===== config.mk =====
export PLATFORM = sky130hd
export DESIGN_NAME = rsp_framer_flat
export DESIGN_NICKNAME = d
export VERILOG_FILES = /design/src/rtl/rsp_framer_pkg.sv /design/src/rtl/rsp_framer_if.sv /design/src/rtl/rsp_framer_param_fifo.sv /design/src/rtl/rsp_framer.sv /design/src/flat_wrapper.sv
export SDC_FILE = /design/constraint.sdc
export NUM_CORES = 1
export LEC_CHECK = 0
export CAP_MARGIN = 25
export CORE_MARGIN = 8
export CORE_UTILIZATION = 40
export CTS_CLUSTER_DIAMETER = 100
export DETAILED_ROUTE_END_ITERATION = 6
export PLACE_DENSITY = 0.6
export REMOVE_ABC_BUFFERS = 1
export SETUP_SLACK_MARGIN = 0.2
export SLEW_MARGIN = 40
export SYNTH_ARGS = -nofsm -noshare
export SYNTH_HDL_FRONTEND = slang
export SYNTH_SLANG_ARGS = --single-unit

===== constraint.sdc =====
create_clock -name clk -period 10 [get_ports clk]
set_input_delay 2 -clock clk [delete_from_list [all_inputs] [get_ports clk]]
set_output_delay 2 -clock clk [all_outputs]
set_load 0.05 [all_outputs]

===== src/rtl/rsp_framer_pkg.sv =====
// Shared frame-field constants and framer state encoding, used by the framer,
// the host-side RX parser and the bench scoreboard.
package rsp_framer_pkg;

  localparam logic [7:0] SYNC_DEFAULT = 8'h7E;
  localparam int         HDR_LEN      = 3;  // SYNC, LEN, CODE
  localparam int         TRL_LEN      = 1;  // CSUM

  typedef enum logic [2:0] {
    S_COLLECT,
    S_SYNC,
    S_LEN,
    S_CODE,
    S_PARAM,
    S_CSUM
  } framer_state_e;

  // Total bytes on the wire for a response carrying n param words.
  function automatic int frame_len(input int n);
    return HDR_LEN + 4 * n + TRL_LEN;
  endfunction

endpackage


===== src/rtl/rsp_framer_if.sv =====
// Byte-wide host TX stream: valid/ready handshake, transfer on valid & ready.
interface rsp_framer_if;
  logic [7:0] tx_data;
  logic       tx_valid;
  logic       tx_ready;

  modport master (output tx_data, output tx_valid, input  tx_ready);
  modport slave  (input  tx_data, input  tx_valid, output tx_ready);
endinterface


===== src/rtl/rsp_framer_param_fifo.sv =====
// Single-clock param word FIFO; flush empties it at frame end.
module rsp_framer_param_fifo #(
  parameter int DEPTH = 8,
  parameter int W     = 32,
  localparam int CW   = $clog2(DEPTH) + 1
) (
  input  logic          clk,
  input  logic          rst_n,
  input  logic          push,
  input  logic [W-1:0]  wdata,
  input  logic          pop,
  input  logic          flush,
  output logic [W-1:0]  rdata,
  output logic [CW-1:0] count,
  output logic          full,
  output logic          empty
);
  localparam int AW = (DEPTH > 1) ? $clog2(DEPTH) : 1;

  logic [DEPTH-1:0][W-1:0] mem;
  logic [AW-1:0]           wr_ptr, rd_ptr;

  function automatic logic [AW-1:0] ptr_inc(input logic [AW-1:0] p);
    return (p == AW'(DEPTH - 1)) ? '0 : p + AW'(1);
  endfunction

  assign full  = (count == CW'(DEPTH));
  assign empty = (count == '0);
  assign rdata = mem[rd_ptr];

  // Storage carries no reset; validity is tracked by count.
  always_ff @(posedge clk)
    if (push && !full) mem[wr_ptr] <= wdata;

  always_ff @(posedge clk or negedge rst_n) begin
    if (!rst_n) begin
      wr_ptr <= '0;
      rd_ptr <= '0;
      count  <= '0;
    end else if (flush) begin
      wr_ptr <= '0;
      rd_ptr <= '0;
      count  <= '0;
    end else begin
      if (push && !full) wr_ptr <= ptr_inc(wr_ptr);
      if (pop && !empty) rd_ptr <= ptr_inc(rd_ptr);
      count <= count + CW'(push && !full) - CW'(pop && !empty);
    end
  end

endmodule


===== src/rtl/rsp_framer.sv =====
// Response framer: buffers param words, then serializes SYNC/LEN/CODE/params/CSUM
// onto the byte stream; also grants unsolicited response slots.
module rsp_framer
  import rsp_framer_pkg::*;
#(
  parameter int         MAX_PARAMS = 8,
  parameter int         RSP_BITS   = 8,
  parameter logic [7:0] SYNC_BYTE  = SYNC_DEFAULT
) (
  input  logic          clk,
  input  logic          rst_n,
  input  logic [31:0]   param_data,
  input  logic          param_write,
  input  logic          cmd_done,
  input  logic          cmd_active,
  input  logic          invol_req,
  output logic          invol_grant,
  output logic          rsp_busy,
  output logic          param_ovf,
  rsp_framer_if.master  tx
);
  localparam int CW = $clog2(MAX_PARAMS) + 1;
  localparam int CB = (RSP_BITS < 8) ? RSP_BITS : 8;

  framer_state_e state, nxt;
  logic [CW-1:0] fifo_cnt, n_q, wrd_idx;
  logic [1:0]    byte_idx;
  logic [7:0]    code_q, csum_q, len_b;
  logic [31:0]   head;
  logic          fifo_full, fifo_empty, push, pop, flush, xfer, done_ok;
  logic          invol_own, grant_ok;

  assign xfer    = tx.tx_valid && tx.tx_ready;
  assign done_ok = (state == S_COLLECT) && cmd_done;
  assign push    = param_write && (state == S_COLLECT) && !fifo_full;
  assign pop     = xfer && (state == S_PARAM) && (byte_idx == 2'd3);
  assign flush   = xfer && (state == S_CSUM);
  assign len_b   = 8'(n_q) << 2;

  rsp_framer_param_fifo #(.DEPTH(MAX_PARAMS), .W(32)) u_fifo (
    .clk   (clk),
    .rst_n (rst_n),
    .push  (push),
    .wdata (param_data),
    .pop   (pop),
    .flush (flush),
    .rdata (head),
    .count (fifo_cnt),
    .full  (fifo_full),
    .empty (fifo_empty)
  );

  always_comb begin
    nxt = state;
    unique case (state)
      S_COLLECT: if (cmd_done) nxt = S_SYNC;
      S_SYNC:    if (xfer) nxt = S_LEN;
      S_LEN:     if (xfer) nxt = S_CODE;
      S_CODE:    if (xfer) nxt = (n_q == '0) ? S_CSUM : S_PARAM;
      S_PARAM:   if (pop && (wrd_idx == n_q - CW'(1))) nxt = S_CSUM;
      S_CSUM:    if (xfer) nxt = S_COLLECT;
      default:   nxt = S_COLLECT;
    endcase
  end

  always_comb begin
    tx.tx_data = 8'h00;
    unique case (state)
      S_SYNC:  tx.tx_data = SYNC_BYTE;
      S_LEN:   tx.tx_data = len_b;
      S_CODE:  tx.tx_data = code_q;
      S_PARAM: tx.tx_data = head[8*byte_idx +: 8];
      S_CSUM:  tx.tx_data = csum_q;
      default: tx.tx_data = 8'h00;
    endcase
  end

  // rsp_busy comes straight from registers, so the grant check has no comb loop.
  assign rsp_busy = (state != S_COLLECT) || invol_own;
  assign grant_ok = (state == S_COLLECT) && fifo_empty && !cmd_active && !rsp_busy
                    && invol_req && !cmd_done;

  always_ff @(posedge clk or negedge rst_n) begin
    if (!rst_n) begin
      state       <= S_COLLECT;
      tx.tx_valid <= 1'b0;
      n_q         <= '0;
      code_q      <= '0;
      byte_idx    <= '0;
      wrd_idx     <= '0;
      csum_q      <= '0;
      param_ovf   <= 1'b0;
      invol_grant <= 1'b0;
      invol_own   <= 1'b0;
    end else begin
      state       <= nxt;
      tx.tx_valid <= (nxt != S_COLLECT);
      invol_grant <= grant_ok;
      if (param_write && !push) param_ovf <= 1'b1;
      if (grant_ok)     invol_own <= 1'b1;
      else if (done_ok) invol_own <= 1'b0;
      if (done_ok) begin
        // A write alongside cmd_done belongs to this response.
        n_q      <= fifo_cnt + CW'(push);
        code_q   <= 8'(param_data[CB-1:0]);
        byte_idx <= '0;
        wrd_idx  <= '0;
      end
      if (xfer && (state == S_PARAM)) begin
        byte_idx <= byte_idx + 2'd1;
        if (byte_idx == 2'd3) wrd_idx <= wrd_idx + CW'(1);
      end
      if (xfer && (state inside {S_LEN, S_CODE, S_PARAM})) csum_q <= csum_q ^ tx.tx_data;
      else if (flush) csum_q <= '0;
    end
  end

endmodule


===== src/flat_wrapper.sv =====
// flat-port wrapper written by rule: the top's interface ports become plain ports
module rsp_framer_flat import rsp_framer_pkg::*;
#(
  parameter int         MAX_PARAMS = 8,
  parameter int         RSP_BITS   = 8,
  parameter logic [7:0] SYNC_BYTE  = SYNC_DEFAULT
)
  (clk, rst_n, param_data, param_write, cmd_done, cmd_active, invol_req, invol_grant, rsp_busy, param_ovf, tx_tx_data, tx_tx_valid, tx_tx_ready);
  rsp_framer_if tx_i ();
  input  logic clk;
  input  logic rst_n;
  input  logic [31:0] param_data;
  input  logic param_write;
  input  logic cmd_done;
  input  logic cmd_active;
  input  logic invol_req;
  output logic invol_grant;
  output logic rsp_busy;
  output logic param_ovf;
  output wire logic [$bits(tx_i.tx_data)-1:0] tx_tx_data;
  output wire logic [$bits(tx_i.tx_valid)-1:0] tx_tx_valid;
  input wire logic [$bits(tx_i.tx_ready)-1:0] tx_tx_ready;
  assign tx_tx_data = tx_i.tx_data;
  assign tx_tx_valid = tx_i.tx_valid;
  assign tx_i.tx_ready = tx_tx_ready;
  rsp_framer #(.MAX_PARAMS(MAX_PARAMS), .RSP_BITS(RSP_BITS), .SYNC_BYTE(SYNC_BYTE)) u_core (.clk(clk), .rst_n(rst_n), .param_data(param_data), .param_write(param_write), .cmd_done(cmd_done), .cmd_active(cmd_active), .invol_req(invol_req), .invol_grant(invol_grant), .rsp_busy(rsp_busy), .param_ovf(param_ovf), .tx(tx_i));
endmodule

==> impl_metrics.json <==
{
  "vias": 6565,
  "ys_seq_area_frac": 0.7042,
  "status": "finished clean",
  "finalSetupViolCount": 0,
  "post-place-ws_ps": 4092,
  "synthMuxAreaShare": 0.1269,
  "synth_area_leader_cell": "edfxtp_1",
  "wire_per_inst_um": 21.36,
  "antenna_found_initial": 2,
  "postSynthAreaPerCell_um2": 16.82,
  "tritoncts": "built",
  "hp-class": "flop to flop",
  "top_level_ports": 51,
  "grt_pass1_wl_mm": 41.03,
  "wl_mm": 26.19,
  "period_share": 0.6496,
  "cp-startpoint": "u_core.u_fifo.rd_ptr[1]$_DFFE_PN0P_",
  "via_per_inst": 5.355,
  "start_util": 0.4068,
  "synth_most_common_cell": "edfxtp_1",
  "initialDrtViolationCount": 439,
  "post_cts_buffers": 0,
  "crit_path_end_kind": "output pin",
  "synth_seq_cells": 299,
  "grt_pass1_vias": 6915,
  "grt_start_max_net_pins": 46,
  "worst_r2r_endpoint": "u_core.csum_q[6]$_DFFE_PN0P_",
  "rows": 64,
  "port_buffers": 50,
  "drive_above_1_share": 0.1759,
  "clk_pin_slew_ps": 60,
  "coreArea_um2": 30590,
  "crit_arrival_ps": 4500,
  "critPathLaunchType": "flop",
  "synthAdderAreaFrac": 0.01770,
  "min_to": "u_core.param_ovf$_DFFE_PN0P_",
  "yosys_warnings": 0,
  "rsz0062_at_grt": "no",
  "irDropWorstVdd_v": 0.0001140,
  "post-route-min-period_ps": 6496,
  "leakagePower_uw": 0.004759,
  "cts-buffers-inserted": 34,
  "holdPathStages": 1,
  "synth-simple-area-share": 0.05902,
  "fin_util": 0.4704,
  "dp_cells": 1165,
  "ant_nets": 0,
  "synth_cell_types": 52,
  "drt-pass1-iter-count": 4,
  "reg2reg_slack_ps": 6450,
  "synth_top_area_frac": 0.6177,
  "synthXorXnorAreaFrac": 0.008446,
  "fmax_ghz": 0.1539,
  "place_area_um2": 13410,
  "grt_use_total": 0.1450,
  "gp_congestion": 0.7630,
  "ys.flop_type": "edfxtp_1",
  "num_antenna_cells": 0,
  "crit_buf_inv": 2,
  "synthTopCellsByArea": "edfxtp_1 62%, dfrtp_1 8.6%, mux4_2 8.0%, mux2i_1 3.5%, nand2_1 2.0%",
  "syn_area_um2": 12440,
  "hpwl_mm": 15.66,
  "rr_startpoint": "u_core.u_fifo.rd_ptr[1]$_DFFE_PN0P_",
  "synth_common_cells": "256 x edfxtp_1, 67 x nand2_1, 44 x mux4_2",
  "finalHoldViolations": 0,
  "powerDensity_nw_per_um2": 231.6,
  "die_width_um": 192.4,
  "worst-path-max-fanout": 45,
  "cp.required_ps": 8000,
  "cts_root_buf": "clkbuf_16",
  "reg2reg_depth": 7,
  "synth_top_family_by_area": "multiplexers",
  "relSlewSlack": 0.4724,
  "drcViolationCount": 0,
  "clockBufferDepth": 3,
  "setup_tns_ps": 0,
  "crit_chain": "buf_4 -> mux4_2 -> mux2i_1 -> nor2b_1 -> o41ai_2 -> o21ai_1 -> clkdlybuf4s50_1",
  "cts.sinks": 299,
  "final_cells": 1226,
  "die_h_um": 192.4,
  "cp_top_family": "buffers and inverters",
  "nNetsFinal": 861,
  "maxCapViolations": 0,
  "synthArstFlopShare": 0.1438,
  "area_delta_synth_final_pct": 15.62,
  "tightest_slew_ps": 791.3,
  "syn_inst": 740,
  "fin_worst_skew_ps": 15.59,
  "critPathKind": "flop to output pin",
  "synth_compound_area_frac": 0.06173,
  "clkLatencyLatePin_ps": 510,
  "cts-hold-fix-buffers": 0,
  "hp-start": "u_core.param_ovf$_DFFE_PN0P_",
  "synth_edf_count": 256,
  "cts_resized": 0,
  "gr-total-overflow": 0,
  "worst_slack_ps": 3504,
  "cts.htree.levels": 2,
  "cp_slowest_stage_delay_ps": 940,
  "slew_viol_final": 0,
  "dieArea_um2": 37010,
  "critPathSlowestCell": "dfrtp_4",
  "design_area_um2": 14390
}
stage by stage:
| stage | hold WS [ps] | power, µW |
|---|---|---|
| 2_1_floorplan | 440.6 | 2027 |
| 3_3_place_gp | 439.2 | 2259 |
| 3_5_place_dp | 443.3 | 2273 |
| 4_1_cts | 456.6 | 3370 |
| 5_1_grt | 472.6 | 3500 |
| 6_report | 451.0 | 3332 |
flip-flops by register name, indices dropped and copies added (netlist names):
| name | cells |
|---|---|
| u_core.wrd_idx | 4 |
| u_core.csum_q | 8 |
| u_core.n_q | 4 |
| u_core.u_fifo.wr_ptr | 3 |
| u_core.state | 3 |
| u_core.u_fifo.count | 4 |
| u_core.code_q | 8 |
| u_core.u_fifo.rd_ptr | 3 |
| u_core.tx.tx_valid | 1 |
| u_core.invol_grant | 1 |
| u_core.invol_own | 1 |
| u_core.param_ovf | 1 |
| u_core.u_fifo.mem | 256 |
| u_core.byte_idx | 2 |
cell families after synthesis:
kind of cell	after synthesis
simple gates	157
buf+inv	53
mux	101
fa+ha+maj	17
flops	299
xor+xnor	12
compound gates	101
where the power goes:
part / internal [µW] / leakage, µW / total [µW] / switching, µW
logic: 260 / 0.00144 / 680 / 420
clock network: 628 / 0.000472 / 1090 / 464
registers: 1470 / 0.00284 / 1560 / 91.2
total: 2360 / 0.00476 / 3330 / 975
worst max path at each step:
stage	end	slack (ps)	depth (start not counted)
floorplan	tx_tx_data[7]	3320	4
global placement	tx_tx_data[6]	4090	7
detailed placement	tx_tx_data[6]	4090	7
CTS	tx_tx_data[6]	3530	7
global route	tx_tx_data[6]	3280	7
finish	tx_tx_data[6]	3500	7
cells in the final DEF (no fill, tap or decap), drive strengths merged, types with 15 or more instances in the layout:
master           n
nand2           67
ha              16
mux2i           43
edfxtp         256
clkdlybuf4s50   49
dfrtp           43
buf             17
nor2            28
clkinv          15
o21ai           26
mux4            44
inv             18
clkbuf          43
cell type report:
| type | count | area, µm² |
|---|---|---|
| clock buffers | 43 | 884.6 |
| clock inverters | 18 | 96.34 |
| fillers | 2636 | 16200 |
| inverters | 16 | 60.06 |
| multi-input cells | 388 | 3466 |
| flip-flops and latches | 299 | 8768 |
| well taps | 396 | 495.5 |
| repair buffers | 66 | 618.1 |
routing by layer:
layer / track usage / vias up / part of all wire
li1: - / 3028 / -
met1: 0.1974 / 3358 / 0.45
met2: 0.2366 / 142 / 0.48
met3: 0.02837 / 33 / 0.050
met4: 0.03613 / 4 / 0.016
met5: 0 / - / 0.0010
worst reg2reg max path, cell delays in order (launching register included):
cell and delay (ps):
dfrtp_4 940, buf_4 780, mux4_2 620, mux2i_1 140, nor2b_1 70, o41ai_2 570, o21ai_1 160, o2bb2ai_1 160
Power figures use the tool's default switching activity.
